**src/rtl/reduce_if.sv**
```systemverilog
// Contribution/emission handshake bundle for reduce_ctrl.
// The slave modport is the reduction controller; the master modport is its environment.
interface reduce_if #(
   parameter int unsigned FlitWidth     = 73,
   parameter int unsigned ChildrenWidth = 3
);
   logic                               in_valid;
   logic                               in_ready;
   logic [ChildrenWidth+FlitWidth-1:0] in_packet;
   logic                               out_valid;
   logic                               out_ready;
   logic [FlitWidth-1:0]               out_packet;

   modport slave (
      input  in_valid, in_packet, out_ready,
      output in_ready, out_valid, out_packet
   );

   modport master (
      output in_valid, in_packet, out_ready,
      input  in_ready, out_valid, out_packet
   );
endinterface

```
**src/rtl/reduce_ctrl.sv**
```systemverilog
// In-network reduction table: folds child contributions per context and emits one flit each.
// Optional idle-timeout forced emission is enabled by defining REDUCE_CTRL_TIMEOUT_EN.
module reduce_ctrl #(
   parameter int unsigned NUM_ENTRIES   = 4,
   parameter int unsigned FlitWidth     = 73,
   parameter int unsigned ChildrenWidth = 3,
   parameter int unsigned TIMEOUT       = 255
) (
   input  logic     clk,
   input  logic     rst,
   reduce_if.slave  bus,
   output logic     busy,
   output logic     timeout_flag
);
   localparam int unsigned IdxW     = (NUM_ENTRIES > 1) ? $clog2(NUM_ENTRIES) : 1;
   localparam int unsigned PayloadW = 32;
   localparam int unsigned HdrW     = FlitWidth - PayloadW - 1;
   localparam int unsigned CtxLsb   = 46;
   localparam int unsigned ValidBit = FlitWidth - 1;

   typedef enum logic [1:0] {IDLE, ACCUM, PENDING} entry_state_e;

   entry_state_e             state_q [NUM_ENTRIES];
   logic [HdrW-1:0]          hdr_q   [NUM_ENTRIES];
   logic [PayloadW-1:0]      acc_q   [NUM_ENTRIES];
   logic [ChildrenWidth-1:0] wait_q  [NUM_ENTRIES];
   logic [IdxW-1:0]          rr_q;
   logic                     out_valid_q;
   logic [FlitWidth-1:0]     out_packet_q;

   logic [FlitWidth-1:0]     in_flit;
   logic [ChildrenWidth-1:0] in_children;
   logic [IdxW-1:0]          in_idx;
   logic                     accept;
   logic                     load;
   logic                     sel_found;
   logic [IdxW-1:0]          sel_idx;

   function automatic logic [PayloadW-1:0] apply_op(input logic [3:0]          op,
                                                    input logic [PayloadW-1:0] a,
                                                    input logic [PayloadW-1:0] b);
      case (op)
         4'd1:    apply_op = (a > b) ? a : b;
         4'd2:    apply_op = (a < b) ? a : b;
         4'd3:    apply_op = a ^ b;
         default: apply_op = a + b;
      endcase
   endfunction

   assign in_flit     = bus.in_packet[FlitWidth-1:0];
   assign in_children = bus.in_packet[FlitWidth +: ChildrenWidth];
   assign in_idx      = in_flit[CtxLsb +: IdxW];

   // A pending entry blocks new contributions until the output register takes it.
   assign bus.in_ready = (state_q[in_idx] != PENDING);
   assign accept       = bus.in_valid && bus.in_ready && in_flit[ValidBit];

   // Round-robin pick among pending entries, starting after the last emitted one.
   always_comb begin
      int unsigned     j;
      logic [IdxW-1:0] cand;
      j         = 0;
      cand      = '0;
      sel_found = 1'b0;
      sel_idx   = '0;
      for (int unsigned k = 0; k < NUM_ENTRIES; k++) begin
         j    = (32'(rr_q) + k) % NUM_ENTRIES;
         cand = IdxW'(j);
         if (!sel_found && state_q[cand] == PENDING) begin
            sel_found = 1'b1;
            sel_idx   = cand;
         end
      end
   end

   assign load = sel_found && (!out_valid_q || bus.out_ready);

`ifdef REDUCE_CTRL_TIMEOUT_EN
   localparam int unsigned CntW = $clog2(TIMEOUT + 1);

   logic [CntW-1:0]        idle_q [NUM_ENTRIES];
   logic [NUM_ENTRIES-1:0] expire_c;
   logic                   timeout_q;

   always_comb begin
      expire_c = '0;
      for (int e = 0; e < NUM_ENTRIES; e++) begin
         expire_c[e] = (state_q[e] == ACCUM) && (idle_q[e] == CntW'(TIMEOUT - 1)) &&
                       !(accept && in_idx == IdxW'(e));
      end
   end

   // Per-entry count of consecutive cycles spent in ACCUM without a contribution.
   always_ff @(posedge clk or posedge rst) begin
      if (rst) begin
         for (int e = 0; e < NUM_ENTRIES; e++) idle_q[e] <= '0;
         timeout_q <= 1'b0;
      end else begin
         for (int e = 0; e < NUM_ENTRIES; e++) begin
            if ((accept && in_idx == IdxW'(e)) || state_q[e] != ACCUM) idle_q[e] <= '0;
            else                                                        idle_q[e] <= idle_q[e] + CntW'(1);
         end
         if (|expire_c) timeout_q <= 1'b1;
      end
   end

   assign timeout_flag = timeout_q;
`else
   // TIMEOUT has no effect in this build; ACCUM entries wait indefinitely.
   if (TIMEOUT == 0) begin : g_timeout_unused
   end
   assign timeout_flag = 1'b0;
`endif

   // Entry table: load on first contribution, fold later ones, free on emission.
   always_ff @(posedge clk or posedge rst) begin
      if (rst) begin
         for (int e = 0; e < NUM_ENTRIES; e++) begin
            state_q[e] <= IDLE;
            hdr_q[e]   <= '0;
            acc_q[e]   <= '0;
            wait_q[e]  <= '0;
         end
      end else begin
         for (int e = 0; e < NUM_ENTRIES; e++) begin
            if (load && sel_idx == IdxW'(e)) begin
               state_q[e] <= IDLE;
            end else if (accept && in_idx == IdxW'(e)) begin
               case (state_q[e])
                  IDLE: begin
                     hdr_q[e]   <= in_flit[FlitWidth-2:PayloadW];
                     acc_q[e]   <= in_flit[PayloadW-1:0];
                     wait_q[e]  <= in_children;
                     state_q[e] <= (in_children == '0) ? PENDING : ACCUM;
                  end
                  ACCUM: begin
                     acc_q[e]  <= apply_op(hdr_q[e][3:0], acc_q[e], in_flit[PayloadW-1:0]);
                     wait_q[e] <= wait_q[e] - ChildrenWidth'(1);
                     if (wait_q[e] == ChildrenWidth'(1)) state_q[e] <= PENDING;
                  end
                  default: ;
               endcase
`ifdef REDUCE_CTRL_TIMEOUT_EN
            end else if (expire_c[e]) begin
               state_q[e] <= PENDING;
`endif
            end
         end
      end
   end

   // Output register refills in the same cycle it drains, giving one flit per cycle.
   always_ff @(posedge clk or posedge rst) begin
      if (rst) begin
         out_valid_q  <= 1'b0;
         out_packet_q <= '0;
         rr_q         <= '0;
      end else if (load) begin
         out_valid_q  <= 1'b1;
         out_packet_q <= FlitWidth'({1'b1, hdr_q[sel_idx], acc_q[sel_idx]});
         rr_q         <= (32'(sel_idx) == NUM_ENTRIES - 1) ? '0 : sel_idx + IdxW'(1);
      end else if (bus.out_ready) begin
         out_valid_q <= 1'b0;
      end
   end

   assign bus.out_valid  = out_valid_q;
   assign bus.out_packet = out_packet_q;

   always_comb begin
      busy = out_valid_q;
      for (int e = 0; e < NUM_ENTRIES; e++) begin
         if (state_q[e] != IDLE) busy = 1'b1;
      end
   end
endmodule

```
**src/flat_wrapper.sv**
```systemverilog
// flat-port wrapper written by rule: the top's interface ports become plain ports
module reduce_ctrl_flat 
#(
   parameter int unsigned NUM_ENTRIES   = 4,
   parameter int unsigned FlitWidth     = 73,
   parameter int unsigned ChildrenWidth = 3,
   parameter int unsigned TIMEOUT       = 255
)
  (clk, rst, busy, timeout_flag, bus_in_valid, bus_in_packet, bus_out_ready, bus_in_ready, bus_out_valid, bus_out_packet);
  reduce_if #(.FlitWidth(FlitWidth), .ChildrenWidth(ChildrenWidth)) bus_i ();
  input  logic clk;
  input  logic rst;
  output logic busy;
  output logic timeout_flag;
  input wire logic [$bits(bus_i.in_valid)-1:0] bus_in_valid;
  input wire logic [$bits(bus_i.in_packet)-1:0] bus_in_packet;
  input wire logic [$bits(bus_i.out_ready)-1:0] bus_out_ready;
  output wire logic [$bits(bus_i.in_ready)-1:0] bus_in_ready;
  output wire logic [$bits(bus_i.out_valid)-1:0] bus_out_valid;
  output wire logic [$bits(bus_i.out_packet)-1:0] bus_out_packet;
  assign bus_i.in_valid = bus_in_valid;
  assign bus_i.in_packet = bus_in_packet;
  assign bus_i.out_ready = bus_out_ready;
  assign bus_in_ready = bus_i.in_ready;
  assign bus_out_valid = bus_i.out_valid;
  assign bus_out_packet = bus_i.out_packet;
  reduce_ctrl #(.NUM_ENTRIES(NUM_ENTRIES), .FlitWidth(FlitWidth), .ChildrenWidth(ChildrenWidth), .TIMEOUT(TIMEOUT)) u_core (.clk(clk), .rst(rst), .bus(bus_i), .busy(busy), .timeout_flag(timeout_flag));
endmodule
```
**config.mk**
```make
export PLATFORM = sky130hd
export DESIGN_NAME = reduce_ctrl_flat
export DESIGN_NICKNAME = d
export VERILOG_FILES = /design/src/rtl/reduce_if.sv /design/src/rtl/reduce_ctrl.sv /design/src/flat_wrapper.sv
export SDC_FILE = /design/constraint.sdc
export NUM_CORES = 2
export LEC_CHECK = 0
export ABC_AREA = 1
export ABC_CLOCK_PERIOD_IN_PS = 15600
export CORE_MARGIN = 10
export CORE_UTILIZATION = 50
export CTS_CLUSTER_SIZE = 12
export DETAILED_ROUTE_END_ITERATION = 10
export DONT_BUFFER_PORTS = 1
export RECOVER_POWER = 25
export SLEW_MARGIN = 20
export SYNTH_ARGS = -nofsm -noshare
export SYNTH_HDL_FRONTEND = slang
export SYNTH_SLANG_ARGS = --single-unit
```
**constraint.sdc**
```tcl
create_clock -name clk -period 15.6 [get_ports clk]
set_input_delay 3.9 -clock clk [delete_from_list [all_inputs] [get_ports clk]]
set_output_delay 3.9 -clock clk [all_outputs]
set_load 0.02 [all_outputs]
```
-- After elaboration in Yosys (flattened, before gate mapping)
Index checks and enable logic that the tools add are counted.
- add/subtract/negate cells: 12
- magnitude comparators: 14
- equal/unequal tests: 43
- muxes and demuxes: 73
- bitwise operators: 14
- reduce and logical (&&, ||, !) cells: 59
- operators by type and width (cell ; count):
    $pmux W32 S3 ; 4
    $mux W32 ; 10
    $pmux W32 S2 ; 4
    $add A32 B32 Y32 ; 4
    $gt A32 B32 Y1 ; 4
    $lt A32 B32 Y1 ; 4
    $xor A32 B32 Y32 ; 4
    $bmux W40 S2 ; 1
    $mux W40 ; 2
    $bmux W32 S2 ; 1
    $mux W2 ; 28
    $reduce_and A3 Y1 ; 12
    $eq A4 B2 Y1 const B ; 8
    $reduce_bool A2 Y1 ; 13
    $ne A3 B3 Y1 const B ; 8
    $pmux W3 S2 ; 4
    $bmux W2 S2 ; 5
    $reduce_and A5 Y1 ; 4
    $ge A3 B3 Y1 const B ; 6
    $not A2 Y3 ; 6
    $eq A2 B2 Y1 const B ; 8
    $eq A4 B1 Y1 const B ; 4
    $pmux W2 S2 ; 4
    $logic_and A1 B1 Y1 ; 14
    14 further kinds ; 53
- bits in registers: 384
- bits of input ports: 80
- output and inout port bits: 77
- logic and storage cells: 234

-- Logic depth before layout (Yosys ltp)
- word-level depth: 19
- gate-level depth with buffers: 23
- gate-level depth less buffers: 18

-- Least setup slack after synthesis
OpenSTA, ideal clock, no wires.
- kind: in2out
- from: input port bus_in_packet[47]
- to: output port bus_in_ready
- arrival time: 4.439 ns
- data required time: 11.700 ns
- setup slack: 7.261 ns
- cell stages on the path: 3
- buffers on the path: 0
- cell sequence: nand2_1 > o21ai_1 > o21ai_2
- longest elaborated chain between the ends: 5
- ends and longest elaborated chain (what ; RTL line ; text):
    start: declaration ; flat_wrapper.sv:16 ; input wire logic [$bits(bus_i.in_packet)-1:0] bus_in_packet;
    $not A2 Y3 (not written as such) ; reduce_ctrl.sv:55 ; assign bus.in_ready = (state_q[in_idx] != PENDING);
    $bmux W2 S2 ; reduce_ctrl.sv:55 ;
    $mux W2 (not written as such) (2 in a row) ; reduce_ctrl.sv:55 ;
    $ne A2 B2 Y1 ; reduce_ctrl.sv:55 ;
    end: declaration ; flat_wrapper.sv:18 ; output wire logic [$bits(bus_i.in_ready)-1:0] bus_in_ready;
No other way between the ends. The select of a mux whose other input is x is not followed.

==> results.toml <==
[run_status]
status = "complete, but fails checks"
violations = "max-capacitance violations, max-slew violations"

[clock_network]
cts_tree = "yes"
clkTransAtPathRegs_ps = 60
worstSkewPairLatency_ps = 630
cts.sink_count = 384
htree_levels = 2
cts_resized = 0
cts_root_buffer = "clkbuf_16"
cts_buffer_depth = 3
postCtsSetupRepairBufs = 0
hold_buffers = 0
cts-buffers-inserted = 49

[routing]
drc_errors = 0
routed_wl_um = 123000
viasPerCell = 5.58
num_vias = 33800
drt_iter0_drc = 3045
drtPass1Iterations = 9
antenna_left = 0
wl_per_cell_um = 20.3

[synthesis]
synth_compound_area_share_pct = 13.8
yosysWarningCount = 0
netlist_instances = 5247
yosys-top-cells-area = "dfrtp_1 29%, nand2_1 19%, ha_1 9.9%"
synth_cell_type_count = 47
synth_top_family_by_area = "simple AND/OR/NAND/NOR gates"
synth-simple-area-share_pct = 34.4
synth_seq_cells = 384
synth.area.mux_share_pct = 0
syn_nets = 5595
synthDominantCellAreaShare_pct = 28.9
synth-seq-area-share_pct = 28.9
synth_common_cells = "1,665 x nand2_1, 856 x inv_1, 648 x nand3_1, 384 x dfrtp_1, 319 x o21ai_0"
yosysTopAreaCell = "dfrtp_1"
syn_area_um2 = 33200
avgSynthCellArea_um2 = 6.33
synth_edf_count = 0
yosys.area_share.adder_pct = 10.2
synth.most_common_cell = "nand2_1"
synth_top_flop_cell = "dfrtp_1"
async_flop_share_pct = 100
synthXorXnorAreaFrac_pct = 0.0527

[sta]
final.period_utilization_pct = 59.2
setup_viol = 0
setup_tns_ps = 0
slew_violations = 251
hold_viol = 0
fin_crit_ps = 9240
max_slew_margin_pct = -234
max_clock_freq_mhz = 108
skew_ps = 36.5
grt_setup_unrepaired = "false"
worstMarginPinSlew_ps = 4980

[min_path]
min_path_type = "reg2reg"

[setup_path]
max_stage_delay_ps = 2700
path_cells = "clkinvlp_2, clkbuf_1, buf_4"
cp.arrival_ps = 9880
reg2reg_slack_ps = 9020
worstSetupEndpointType = "asynchronous set/reset pin"
cp_data_required_time_ps = 16250
cp_max_fo = 110
crit_type = "in2async"
path_buf_inv = 3
start_kind = "primary input"
crit_family = "buffers and inverters"
critPathSlowestCell = "clkinvlp_2"

[global_routing]
grt_pass1_vias = 31700
antenna_found_initial = 0
grt_util_met3_pct = 4.39
overflow = 0
grt_pass1_wl_um = 189000
grt_max_degree = 111
grt_use_total_pct = 30.9
use_met1_pct = 39.3
gr-usage-met2_pct = 50.5
grt-busiest-layer = "met2"

[floorplan]
pin_count = 157
rows = 94
initial_core_util_pct = 50.5
die-area_um2 = 77200
core_area_um2 = 65900
dieHeight_um = 278
die_w_um = 278

[layout]
syn2layout_area_growth_pct = 6.54
fin_nets = 5492
n_antenna_cell = 0
drive_gt1_share_pct = 3.18

[flow_run]
drv_cap = 4

[placement]
hpwl_um = 92700
place.gp.congestion = 0.993
io_buffers = 0
==> state kept, by name, summed over array words and instances (netlist names) <==
| name | flops |
|---|---|
| u_core.wait_q | 12 |
| u_core.hdr_q | 160 |
| u_core.state_q | 8 |
| u_core.bus.out_packet | 73 |
| u_core.acc_q | 128 |
| u_core.bus.out_valid | 1 |
| u_core.rr_q | 2 |
==> cell families (layout without fill, tap and decap cells) <==
family,after synthesis,count (layout)
buffers and inverters,1063,999
XOR/XNOR,2,2
AND/OR/NAND/NOR,2722,2722
AO/OA/AOI/OAI,807,807
flip-flops,384,384
adder cells (fa/ha/maj),268,268
other,1,1
==> per-stage QoR <==
stage	hold WS (ps)	cell area (um^2)	std cells	worst slack, ps	util, %
after floorplan	422	33200	5247	1030	-
after global routing	476	35400	6047	5290	53.8
final	450	35400	6047	6360	53.8
after CTS	453	35400	6047	7180	53.8
after detailed placement	438	33700	5957	7180	51.2
after global placement	432	33700	5957	7190	51.2
==> layout by cell type, fill, tap and decap left out, types with 56 or more instances in the layout <==
cell type  instances
nand4_1           56
nand3_1          648
nand2_1         1665
dfrtp_1          384
a21oi_1          208
a221oi_1          62
o21ai_0          319
inv_1            855
ha_1             264
nor2_1           243
o21ai_1           84
==> metal layers <==
layer,vias up,routed length (um)
met5,-,0
met4,0,6620
met3,263,8150
met2,1186,56100
met1,15700,51800
li1,16700,-
==> layout make-up <==
cell class                      count  area (um^2)
Timing Repair Buffer               37          270
Fill cell                        6893        30500
Multi-Input combinational cell   3800        19500
Clock buffer                       71         1420
Inverter                          872         3280
Tap cell                          864         1080
Sequential cell                   384         9610
Clock inverter                     19          278
==> worst reg2reg max path, delay by kind of cell, from the launching register on <==
family	cells	cell delay, ps
buf+inv	5	3210
simple gates	11	2640
flops	1	520
compound gates	1	70
==> final timing paths <==
kind | start | to | depth (start not counted)
setup / recovery | rst | u_core.bus.out_packet[36] | 3
hold / removal | u_core.hdr_q[94] | u_core.hdr_q[94] | 2
setup reg to reg | u_core.rr_q[0] | u_core.hdr_q[128] | 17
hold reg to reg | u_core.hdr_q[94] | u_core.hdr_q[94] | 2
max in group clk | bus_out_ready | u_core.hdr_q[128] | 12
min in group asynchronous | rst | u_core.hdr_q[109] | 1
Power is left out: the tool's default activity adds up to more than one toggle a clock period on the data nets, which glitch-free logic cannot reach.
